<file path="src/rtl/mo_line_writer.sv">
// Motion object line writer: scans object RAM during hblank and writes
// matching objects' pixels into the line buffer.
module mo_line_writer #(
    parameter int NOBJ = 40
) (
    input  logic        CLK,
    input  logic        RESETn,
    input  logic        START,
    input  logic        PLAYER2,
    output logic [6:0]  OBJA,
    input  logic [15:0] OBJD,
    output logic [15:0] SR,
    input  logic        MATCHn,
    input  logic [3:0]  ROW,
    output logic [13:0] GA,
    input  logic [7:0]  GD,
    output logic [7:0]  LBADDR,
    output logic [7:0]  LBDATA,
    output logic        LBWE,
    output logic        BUSY,
    output logic        DONE
);

    localparam logic [5:0] LAST = 6'(NOBJ - 1);

    typedef enum logic [3:0] {
        S_IDLE,
        S_A0,
        S_D0,
        S_W,
        S_CHK,
        S_A1,
        S_D1,
        S_GADR,
        S_GDAT,
        S_PHI,
        S_PLO
    } state_t;

    state_t      state_q, state_d;
    logic [5:0]  n_q, n_d;
    logic [1:0]  k_q, k_d;
    logic [3:0]  row_q, row_d;
    logic [3:0]  col_q, col_d;
    logic [7:0]  x_q, x_d;
    logic [7:0]  gd_q, gd_d;
    logic [15:0] sr_q, sr_d;
    logic [6:0]  obja_q, obja_d;
    logic [13:0] ga_q, ga_d;
    logic [7:0]  lbaddr_q, lbaddr_d;
    logic [7:0]  lbdata_q, lbdata_d;
    logic        lbwe_q, lbwe_d;
    logic        busy_q, busy_d;
    logic        done_q, done_d;

    logic        next_obj;
    logic        wr_en;
    logic [2:0]  wr_idx;
    logic [3:0]  wr_nib;

    always_comb begin
        state_d  = state_q;
        n_d      = n_q;
        k_d      = k_q;
        row_d    = row_q;
        col_d    = col_q;
        x_d      = x_q;
        gd_d     = gd_q;
        sr_d     = sr_q;
        obja_d   = obja_q;
        ga_d     = ga_q;
        lbaddr_d = lbaddr_q;
        lbdata_d = lbdata_q;
        lbwe_d   = 1'b0;
        done_d   = 1'b0;
        busy_d   = busy_q;
        next_obj = 1'b0;
        wr_en    = 1'b0;
        wr_idx   = 3'd0;
        wr_nib   = 4'd0;

        unique case (state_q)
            S_IDLE: begin
                if (START) begin
                    n_d     = 6'd0;
                    obja_d  = 7'd0;
                    state_d = S_A0;
                end
            end
            S_A0: state_d = S_D0;
            S_D0: begin
                sr_d    = OBJD;
                state_d = S_W;
            end
            S_W: state_d = S_CHK;
            S_CHK: begin
                if (MATCHn) begin
                    next_obj = 1'b1;
                end else begin
                    row_d   = ROW;
                    k_d     = 2'd0;
                    obja_d  = {n_q, 1'b1};
                    state_d = S_A1;
                end
            end
            S_A1: state_d = S_D1;
            S_D1: begin
                col_d   = OBJD[11:8];
                x_d     = OBJD[7:0];
                ga_d    = {sr_q[7:0], row_q, k_q};
                state_d = S_GADR;
            end
            S_GADR: state_d = S_GDAT;
            S_GDAT: begin
                // High nibble goes out straight from the ROM bus
                gd_d    = GD;
                wr_en   = 1'b1;
                wr_idx  = {k_q, 1'b0};
                wr_nib  = GD[7:4];
                state_d = S_PHI;
            end
            S_PHI: begin
                wr_en   = 1'b1;
                wr_idx  = {k_q, 1'b1};
                wr_nib  = gd_q[3:0];
                state_d = S_PLO;
            end
            S_PLO: begin
                if (k_q != 2'd3) begin
                    k_d     = k_q + 2'd1;
                    ga_d    = {sr_q[7:0], row_q, k_q + 2'd1};
                    state_d = S_GADR;
                end else begin
                    next_obj = 1'b1;
                end
            end
            default: state_d = S_IDLE;
        endcase

        if (next_obj) begin
            if (n_q == LAST) begin
                done_d  = 1'b1;
                state_d = S_IDLE;
            end else begin
                n_d     = n_q + 6'd1;
                obja_d  = {n_q + 6'd1, 1'b0};
                state_d = S_A0;
            end
        end

        if (wr_en) begin
            lbdata_d = {col_q, wr_nib};
            lbwe_d   = |wr_nib;
            lbaddr_d = PLAYER2 ? x_q + (8'd7 - {5'd0, wr_idx})
                               : x_q + {5'd0, wr_idx};
        end

        // Restart wins over everything, including a final DONE
        if (START && state_q != S_IDLE) begin
            state_d = S_A0;
            n_d     = 6'd0;
            obja_d  = 7'd0;
            lbwe_d  = 1'b0;
            done_d  = 1'b0;
        end

        busy_d = (state_d != S_IDLE);
    end

    always_ff @(posedge CLK or negedge RESETn) begin
        if (!RESETn) begin
            state_q  <= S_IDLE;
            n_q      <= 6'd0;
            k_q      <= 2'd0;
            row_q    <= 4'd0;
            col_q    <= 4'd0;
            x_q      <= 8'd0;
            gd_q     <= 8'd0;
            sr_q     <= 16'd0;
            obja_q   <= 7'd0;
            ga_q     <= 14'd0;
            lbaddr_q <= 8'd0;
            lbdata_q <= 8'd0;
            lbwe_q   <= 1'b0;
            busy_q   <= 1'b0;
            done_q   <= 1'b0;
        end else begin
            state_q  <= state_d;
            n_q      <= n_d;
            k_q      <= k_d;
            row_q    <= row_d;
            col_q    <= col_d;
            x_q      <= x_d;
            gd_q     <= gd_d;
            sr_q     <= sr_d;
            obja_q   <= obja_d;
            ga_q     <= ga_d;
            lbaddr_q <= lbaddr_d;
            lbdata_q <= lbdata_d;
            lbwe_q   <= lbwe_d;
            busy_q   <= busy_d;
            done_q   <= done_d;
        end
    end

    assign OBJA   = obja_q;
    assign SR     = sr_q;
    assign GA     = ga_q;
    assign LBADDR = lbaddr_q;
    assign LBDATA = lbdata_q;
    assign LBWE   = lbwe_q;
    assign BUSY   = busy_q;
    assign DONE   = done_q;

endmodule

</file>
<file path="config.mk">
export PLATFORM = sky130hd
export DESIGN_NAME = mo_line_writer
export DESIGN_NICKNAME = d
export VERILOG_FILES = /design/src/rtl/mo_line_writer.sv
export SDC_FILE = /design/constraint.sdc
export NUM_CORES = 1
export LEC_CHECK = 0
export BUFFER_PORTS_ARGS = -buffer_cell sky130_fd_sc_hd__buf_2
export CAP_MARGIN = 10
export CORE_UTILIZATION = 45
export CTS_CLUSTER_DIAMETER = 60
export DETAILED_ROUTE_END_ITERATION = 12
export PLACE_DENSITY = 0.68
export SYNTH_ARGS = -nofsm -noshare
export SYNTH_HDL_FRONTEND = slang
export SYNTH_SLANG_ARGS = --single-unit
</file>
<file path="constraint.sdc">
create_clock -name CLK -period 3 [get_ports CLK]
set_input_delay 0.6 -clock CLK [delete_from_list [all_inputs] [get_ports CLK]]
set_output_delay 0.6 -clock CLK [all_outputs]
set_load 0.005 [all_outputs]
</file>
======== Yosys cells after proc, flatten, opt, wreduce, memory -nomap -nowiden ========
Cells that the tools add are included.
word-level totals
  bits in latches ......................... 0
  flip-flop bits (word level) ............. 88
  output and inout bits ................... 56
  ROM bits ................................ 0
  memories kept ........................... 0
  bits of input ports ..................... 33
  memory bits (writable) .................. 0
cells by class
  shift operators ......................... 0
  eq/ne operators ......................... 14
  $mul .................................... 0
  div/mod/pow operators ................... 0
  multiplexer cells ....................... 35
  bitwise operators ....................... 1
  reduce and logical (&&, ||, !) cells .... 11
  magnitude comparators ................... 0
  $add $sub $neg .......................... 5
operator list
  kind                   count
  $pmux W4 S11           1
  $mux W7                5
  $mux W6                5
  $pmux W14 S2           1
  $mux W4                5
  $eq A4 B3 Y1 const B   4
  $mux W14               1
  $pmux W7 S2            1
  $eq A4 B4 Y1 const B   3
  $mux W1                9
  $add A8 B3 Y8          1
  $add A8 B8 Y8          1
  $eq A4 B2 Y1 const B   2
  $mux W8                1
  $pmux W4 S2            1
  $reduce_bool A4 Y1     2
  $add A6 B1 Y6 const B  1
  $eq A6 B6 Y1 const B   1
  $ne A2 B2 Y1 const B   3
  $pmux W3 S2            1
  $eq A4 B1 Y1 const B   1
  $logic_not A4 Y1       1
  $mux W2                2
  $pmux W2 S2            1
  10 further kinds       12

======== Depth between registers and ports, before layout ========
Gate-level depths: netlist (run 1).
  depth in word-level cells ............... 6
  mapped depth ............................ 12

======== Worst setup path before layout (run 1) ========
OpenSTA, ideal clock, no wires.
  kind .................................... register -> register
  from .................................... reg state_q[2]
  to ...................................... reg lbaddr_q[6], in the netlist LBADDR[6]
  arrival time ............................ 2.431 ns
  cell stages (with the launch flop) ...... 13
  slack ................................... 0.443 ns
  data required time ...................... 2.874 ns
  clock period less this slack ............ 2.557 ns
  library setup time ...................... 0.126 ns
  buffers on the path ..................... 2
  cell sequence ........................... dfrtp_1 buf_4 nand2b_1 nor2_1 buf_2 nand2_1 xnor2_1 ha_1 fa_1 a21oi_1 nand4b_1 xor2_1 a21oi_1
on the way
  longest elaborated chain between the ends .. 5
  elaborated cells on any way between the ends .. 9
  those cells by class .................... add/sub (3); eq/ne (2); mux (3); reduce/logical (1)
ends and longest elaborated chain
  element                 line  text
  from (decl)             40    state_t state_q, state_d;
  from (signal assigned)  188   state_q <= state_d;
  $eq A4 B4 Y1            82    unique case (state_q)
  $pmux W3 S2             82
  $sub A3 B3 Y4           154   lbaddr_d = PLAYER2 ? x_q + (8'd7 - {5'd0, wr_idx})
  $add A8 B8 Y8           154
  $mux W8                 154
  to (signal assigned)    198   lbaddr_q <= lbaddr_d;
  to (decl)               50    logic [7:0] lbaddr_q, lbaddr_d;
Several ways; a longest one is shown, not always the timed one.
A chain may end at the register's enable or synchronous reset.

======== Worst setup path after layout (run 1) ========
Same ends and word-level chain as after synthesis.

==> qor.csv, run 1 <==
metric,value,unit
outcome,"finished, violations left",
"commonest cells after routing, fill and taps aside","dfrtp_1, buf_2, mux2_2",
minimum clock period,2460,ps
Hold Crit Class,primary input to asynchronous set/reset pin,
slew at the pin with the worst max-slew slack,678,ps
warnings from Yosys,0,
Die Ht,97.7,um
Max Cap Viol,0,
Highest Clock Rate,0.406,GHz
global routing usage on met3,0.0496,
Leak,2.26,nW
routability cong.,0.810,
CP arrival,2710,ps
Worst Skew,10.1,ps
crit path to,LBADDR[6],
vias per cell,5.49,
Syn Inst Count,338,
share of layout cells above drive strength 1,0.424,
ANT cells,0,
clock buffer count from CTS,9,
DRT iter0 DRCs,165,
area share of the largest cell type after synthesis,0.535,
PwrDens,874,nW/um2
Post-synth ARST share,1.00,
Row Count,34,
global-route wire length before repair,14500,um
Port Buffers,88,
Fin. Hold Viols,0,
CTS H-Tree Depth,3,
Die ar.,9540,um2
failing checks,design-rule violations,
# Post-CTS Setup Buffers,0,
drt pass-1 iters,8,
crit path cell chain,"nand2b_1, nor2_2, nand2_1, xnor2_1, ha_1, fa_1, a21oi_1, nand4b_1, xor2_1, a21oi_1",
CTS resizes,0,
max incr delay on CP,400,ps
maximum VDD drop,0.465,mV
NetSw,0.00139,W
routed via count,2950,
Core ar.,8810,um2
initial antenna violation count,0,
"FF+latch count, synth",88,
CTS Buffer Depth,2,
I/O Pins,89,
worst r2r src,state_q[2],
WL per Instance,15.9,um
vias in the first global route,3024,
layer with the highest usage,met2,
worst flop-to-flop path endpoint,LBADDR[6],
Comb power frac,0.349,
"Distinct cells, synth",50,
CTS root buffer,clkbuf_8,
critical-path maximum fanout,6,
final setup margin,538,ps
Post-Synthesis Cell Area,4120,um2
Power Internal,0.00283,W
FF/Latch Area,2200,um2
worst slack at placement,562,ps
cell taking the most area after synthesis,dfrtp_1,
final core utilization,0.549,
Clock Power Share,0.199,
"Reg clk slew, reported paths",90,ps
Slew Limit Fails,0,
final wirelength,8550,um
RSZ-0062 raised after global routing,no,
fin crit share,0.821,
Critical Path RT,3250,ps
Starting Density,0.468,
# DRC,10,
origin of the worst setup path,state_q[2],
Area Overhead vs Synth,17.5,%
CTS sink cnt,88,
GRT Overall Usage,0.194,
number of synthesized flops with an enable pin,0,
Synth area leaders,"dfrtp_1, mux2_2, a21oi_1",
CP endpoint kind,flip-flop,
grt ovf,0,
worst skew pair latency,360,ps
CP Launch Type,flip-flop,
width of the chip,97.7,um
synthesized area per cell,12.2,um2
Reg2Reg Depth,10,
"leading cell type in the layout, fill and taps excluded",dfrtp_1,
M2 GR Usage,0.315,
Finish-stage setup viols,0,
nets,464,
Worst Setup Path Type,flip-flop to flip-flop,
Rel. slew slack,0.546,
synthesized net count,378,
area of the multi-input gates,1750,um2
met1 GRT Util,0.244,
CP max-delay cell,fa_1,
Fillers,765,
largest net degree at the start of global routing,50,
switching share of power,0.330,
TNS Setup,0,ps
Routed Antenna Nets,0,
Reg power frac,0.452,
sequential-to-total area share from yosys stat,0.535,
ys flop type,dfrtp_1,
CTS tree,done,
hold bufs inserted after CTS,0,
DP HPWL,6030,um
Crit path top cell by count,a21oi_1,
Tot Pwr,0.00423,W
FF-to-FF setup slack,540,ps
## how the worst min path moves through the flow
stage	start	end	slack (ps)
final	RESETn	OBJA[0]	250
after global routing	RESETn	OBJA[6]	280
after CTS	RESETn	OBJA[0]	270
after detailed placement	GA[0]	GA[0]	480
after global placement	GA[0]	GA[0]	470
after floorplan	RESETn	BUSY	300
## cells by family after synthesis
logic type / Yosys count / synth area share
AOI/OAI and AO/OA: 64 / 0.101
xor gates and xnor gates: 8 / 0.0170
adders and majority gates: 7 / 0.0231
buffers and inverters: 30 / 0.0425
DFF: 88 / 0.535
muxes: 62 / 0.168
and+or+nand+nor: 79 / 0.114
## area by class of cell
cell class / instances / share of cell area
multi-input combinational: 220 / 0.362
tap: 108 / 0.0279
sequential: 88 / 0.455
timing repair buffer: 100 / 0.110
inverter: 5 / 0.00388
clock buffer: 9 / 0.0256
clock inverter: 7 / 0.0158
## cells in the mapped netlist, types with 2 or more instances
master,instances
a211oi_1,3
a21o_1,3
a21oi_1,20
a222oi_1,3
a31oi_1,5
and3_1,2
buf_1,2
buf_2,8
buf_4,10
buf_6,2
clkbuf_1,3
dfrtp_1,88
ha_1,6
inv_1,5
mux2_2,57
mux2i_1,5
nand2_1,12
nand2b_1,6
nand3_1,3
nor2_1,19
nor2b_1,5
nor3_1,11
nor3_2,2
nor3b_1,2
nor4_1,4
o211ai_1,6
o21ai_0,12
o31ai_1,3
or3_1,3
or4_1,2
xnor2_1,7
## critical path, delay by kind of cell, from the launching register on
family | cells | cell delay (ps)
AOI/OAI and AO/OA | 2 | 290
xor gates and xnor gates | 2 | 320
adders and majority gates | 2 | 620
DFF | 1 | 390
and+or+nand+nor | 4 | 730
## layer usage
metal | wire [um] | vias to the layer above
met3 | 472 | 16
met1 | 3790 | 1443
li1 | - | 1405
met4 | 195 | 0
met2 | 4080 | 86
met5 | 0 | -
## through the flow
step / cells / hold slack, ps / cell area [um2]
2_1_floorplan: 338 / 304 / 4120
3_3_place_gp: 521 / 475 / 4640
3_5_place_dp: 521 / 479 / 4640
4_1_cts: 537 / 269 / 4840
5_1_grt: 537 / 284 / 4840
6_report: 537 / 252 / 4840
## sequential cells by signal, summed over array words and instances, names as in the netlist, 6 cells and up
| signal | flops |
|---|---|
| SR | 16 |
| LBADDR | 8 |
| LBDATA | 8 |
| GA | 14 |
| x_q | 8 |
| n_q | 6 |
| OBJA | 7 |
## power by group through the flow
stage | logic (W) | clock network, W | registers, W
final | 0.00147 | 0.000842 | 0.00191
after detailed placement | 0.00149 | 0 | 0.00193
after floorplan | 0.00103 | 0 | 0.00190
after global routing | 0.00163 | 0.000919 | 0.00198
after global placement | 0.00145 | 0 | 0.00192
after CTS | 0.00150 | 0.000869 | 0.00191
No activity file was read; power rests on OpenSTA's default activity.
==> run 2: changes to the inputs <==
Settings changed: ABC_AREA set to 1.
Clock period 3 ns to 2.35 ns, I/O delays scaled along.
==> qor.csv, run 2 <==
metric,value,unit,change
maximum VDD drop,0.492,mV,was 0.465 mV
CP endpoint kind,flip-flop,,unchanged
cell taking the most area after synthesis,dfrtp_1,,unchanged
Power Internal,0.00356,W,was 0.00283 W
Routed Antenna Nets,0,,unchanged
Worst Setup Path Type,flip-flop to flip-flop,,unchanged
Hold Crit Class,primary input to asynchronous set/reset pin,,unchanged
TNS Setup,0,ps,unchanged
Critical Path RT,2610,ps,was 3250 ps
PwrDens,1190,nW/um2,was 874 nW/um2
Top Layer Used,met4,,unchanged
Max Cap Viol,0,,unchanged
Leak,2.65,nW,was 2.26 nW
synthesized area per cell,8.63,um2,was 12.2 um2
share of layout cells above drive strength 1,0.253,,was 0.424
ANT cells,0,,unchanged
NetSw,0.00220,W,was 0.00139 W
Die Ht,97.7,um,about the same
max incr delay on CP,460,ps,was 400 ps
warnings from Yosys,0,,unchanged
global-route wire length before repair,15400,um,was 14500 um
final wirelength,9260,um,was 8550 um
sequential-to-total area share from yosys stat,0.534,,was 0.535
CTS H-Tree Depth,3,,unchanged
Starting Density,0.468,,about the same
Synth area leaders,"dfrtp_1, nand2_1, nand3_1",,"was dfrtp_1, mux2_2, a21oi_1"
fin crit share,0.918,,was 0.821
final core utilization,0.551,,was 0.549
fin area,4850,um2,was 4840 um2
Fin. Hold Viols,0,,unchanged
CP Launch Type,flip-flop,,unchanged
WL per Instance,13.7,um,was 15.9 um
"count leader, synth",nand2_1,,was dfrtp_1
Finish-stage setup viols,0,,unchanged
CTS sink cnt,88,,unchanged
clock buffer count from CTS,9,,unchanged
area post-placement,4660,um2,was 4640 um2
final hold slack,92.8,ps,was 252 ps
Comb power frac,0.353,,was 0.349
Core ar.,8810,um2,unchanged
nets,605,,was 464
critical-path maximum fanout,5,,was 6
vias per cell,5.04,,was 5.49
CTS root buffer,clkbuf_8,,unchanged
routed via count,3415,,was 2950
max reg flops,16,,unchanged
Post-Synthesis Cell Area,4130,um2,was 4120 um2
Area Overhead vs Synth,17.6,%,was 17.5%
CP arrival,2420,ps,was 2710 ps
Die ar.,9550,um2,was 9540 um2
"Reg clk slew, reported paths",100,ps,was 90 ps
synthesized net count,518,,was 378
number of synthesized flops with an enable pin,0,,unchanged
Crit path top cell by count,nand2_1,,was a21oi_1
Slew Limit Fails,0,,unchanged
worst skew pair latency,360,ps,about the same
Synth top cells by count,"nand2_1, dfrtp_1, nand3_1, inv_1, o21ai_0",,"was dfrtp_1, mux2_2, a21oi_1, nor2_1"
GRT Overall Usage,0.205,,was 0.194
grt ovf,0,,unchanged
routed length on met2,4290,um,was 4080 um
CTS resizes,0,,unchanged
slew at the pin with the worst max-slew slack,539,ps,was 678 ps
minimum clock period,2160,ps,was 2460 ps
# Post-CTS Setup Buffers,0,,unchanged
drt pass-1 iters,9,,was 8
hold bufs inserted after CTS,0,,unchanged
routed wl met3,468,um,was 472 um
DRT iter0 DRCs,228,,was 165
Reg power frac,0.464,,was 0.452
failing checks,design-rule violations,,unchanged
Rel. slew slack,0.640,,was 0.546
switching share of power,0.382,,was 0.330
I/O Pins,89,,unchanged
Worst Skew,11.1,ps,was 10.1 ps
"commonest cells after routing, fill and taps aside","nand2_1, dfrtp_1, buf_2",,"was dfrtp_1, buf_2, mux2_2"
Syn Inst Count,478,,was 338
area share of the largest cell type after synthesis,0.534,,was 0.535
Post-synth ARST share,1.00,,unchanged
routability cong.,0.865,,was 0.810
width of the chip,97.7,um,about the same
CTS tree,done,,unchanged
CP max-delay cell,dfrtp_1,,was fa_1
outcome,"finished, violations left",,unchanged
"leading cell type in the layout, fill and taps excluded",nand2_1,,was dfrtp_1
crit path cell chain,"inv_2, nand2_2, nor2_2, nand2_1, xor2_1, inv_1, ha_1, a21oi_1, nand2_1, nand2_1, o21ai_0, nand3_1, nand2_1",,"was nand2b_1, nor2_2, nand2_1, xnor2_1, ha_1, fa_1, a21oi_1, nand4b_1, xor2_1, a21oi_1"
Clock Power Share,0.184,,was 0.199
"Distinct cells, synth",34,,was 50
largest net degree at the start of global routing,43,,was 50
Metal-1 WL,4250,um,was 3790 um
RSZ-0062 raised after global routing,no,,unchanged
ys flop type,dfrtp_1,,unchanged
DP HPWL,6800,um,was 6030 um
vias in the first global route,3300,,was 3024
Port Buffers,88,,unchanged
# DRC,8,,was 10
CTS Buffer Depth,2,,unchanged
initial antenna violation count,0,,unchanged
Highest Clock Rate,0.463,GHz,was 0.406 GHz
"FF+latch count, synth",88,,unchanged
Row Count,34,,unchanged
run 2: cell types whose count changed in the layout (fill, tap and decap cells not counted), sizes merged, moves of 5 or more:
| cell | before | now |
|---|---|---|
| o21ai | 12 | 33 |
| nand3 | 3 | 46 |
| a21oi | 20 | 6 |
| nand2 | 12 | 172 |
| mux2i | 5 | 0 |
| xnor2 | 7 | 2 |
| nor2b | 5 | 0 |
| mux2 | 57 | 8 |
| nor3 | 13 | 1 |
| nor2 | 19 | 30 |
| nand2b | 6 | 0 |
| inv | 8 | 46 |
run 2: power groups by stage:
| stage | clock, W | combinational [W] | sequential [W] |
|---|---|---|---|
| floorplan | 0 | 0.00136 | 0.00261 |
| global placement | 0 | 0.00199 | 0.00266 |
| detailed placement | 0 | 0.00205 | 0.00269 |
| CTS | 0.00109 | 0.00206 | 0.00267 |
| global route | 0.00114 | 0.00233 | 0.00276 |
| finish | 0.00106 | 0.00203 | 0.00267 |
run 2: metrics by stage:
| stage | instances | power (W) | setup slack (ps) |
|---|---|---|---|
| after floorplan | 478 | 0.00396 | 350 |
| after CTS | 678 | 0.00582 | 202 |
| after global placement | 662 | 0.00465 | 336 |
| after global routing | 678 | 0.00623 | 45.8 |
| after detailed placement | 662 | 0.00474 | 212 |
| final | 678 | 0.00576 | 192 |
run 2: final timing paths:
path	to	slack, ps	depth (start not counted)	startpoint
hold reg to reg	LBDATA[6]	470	2	LBDATA[6]
min in group CLK	row_q[3]	300	3	ROW[3]
setup / recovery	LBADDR[5]	190	13	state_q[2]
max in group asynchronous	row_q[2]	1660	2	RESETn
setup reg to reg	LBADDR[5]	190	13	state_q[2]
hold / removal	LBADDR[4]	90	1	RESETn
run 2: worst max-delay path, delay by kind of cell (launching register included):
kind	cells	cell delay, ps
xor gates and xnor gates	1	160
adders and majority gates	1	330
AOI/OAI and AO/OA	2	240
and+or+nand+nor	7	680
buffers and inverters	2	190
DFF	1	460
run 2: final cells by class:
type                    instances  area (um2)
clock buffers                  10         128
clock inverters                 6        67.6
fillers                       821        3960
inverters                      45         169
multi-input cells             325        1630
flip-flops and latches         88        2200
well taps                     108         135
repair buffers                 96         515
run 2: cells by family after synthesis:
logic type / share of synthesized area
buffers and inverters: 0.0701
AOI/OAI and AO/OA: 0.0637
muxes: 0.0218
xor gates and xnor gates: 0.0106
DFF: 0.534
and+or+nand+nor: 0.277
adders and majority gates: 0.0231
run 2: layer usage:
metal / vias up / global-route usage
met2: 105 / 0.320
met3: 20 / 0.0336
met4: 0 / 0.100
met5: - / 0
met1: 1599 / 0.280
li1: 1691 / -
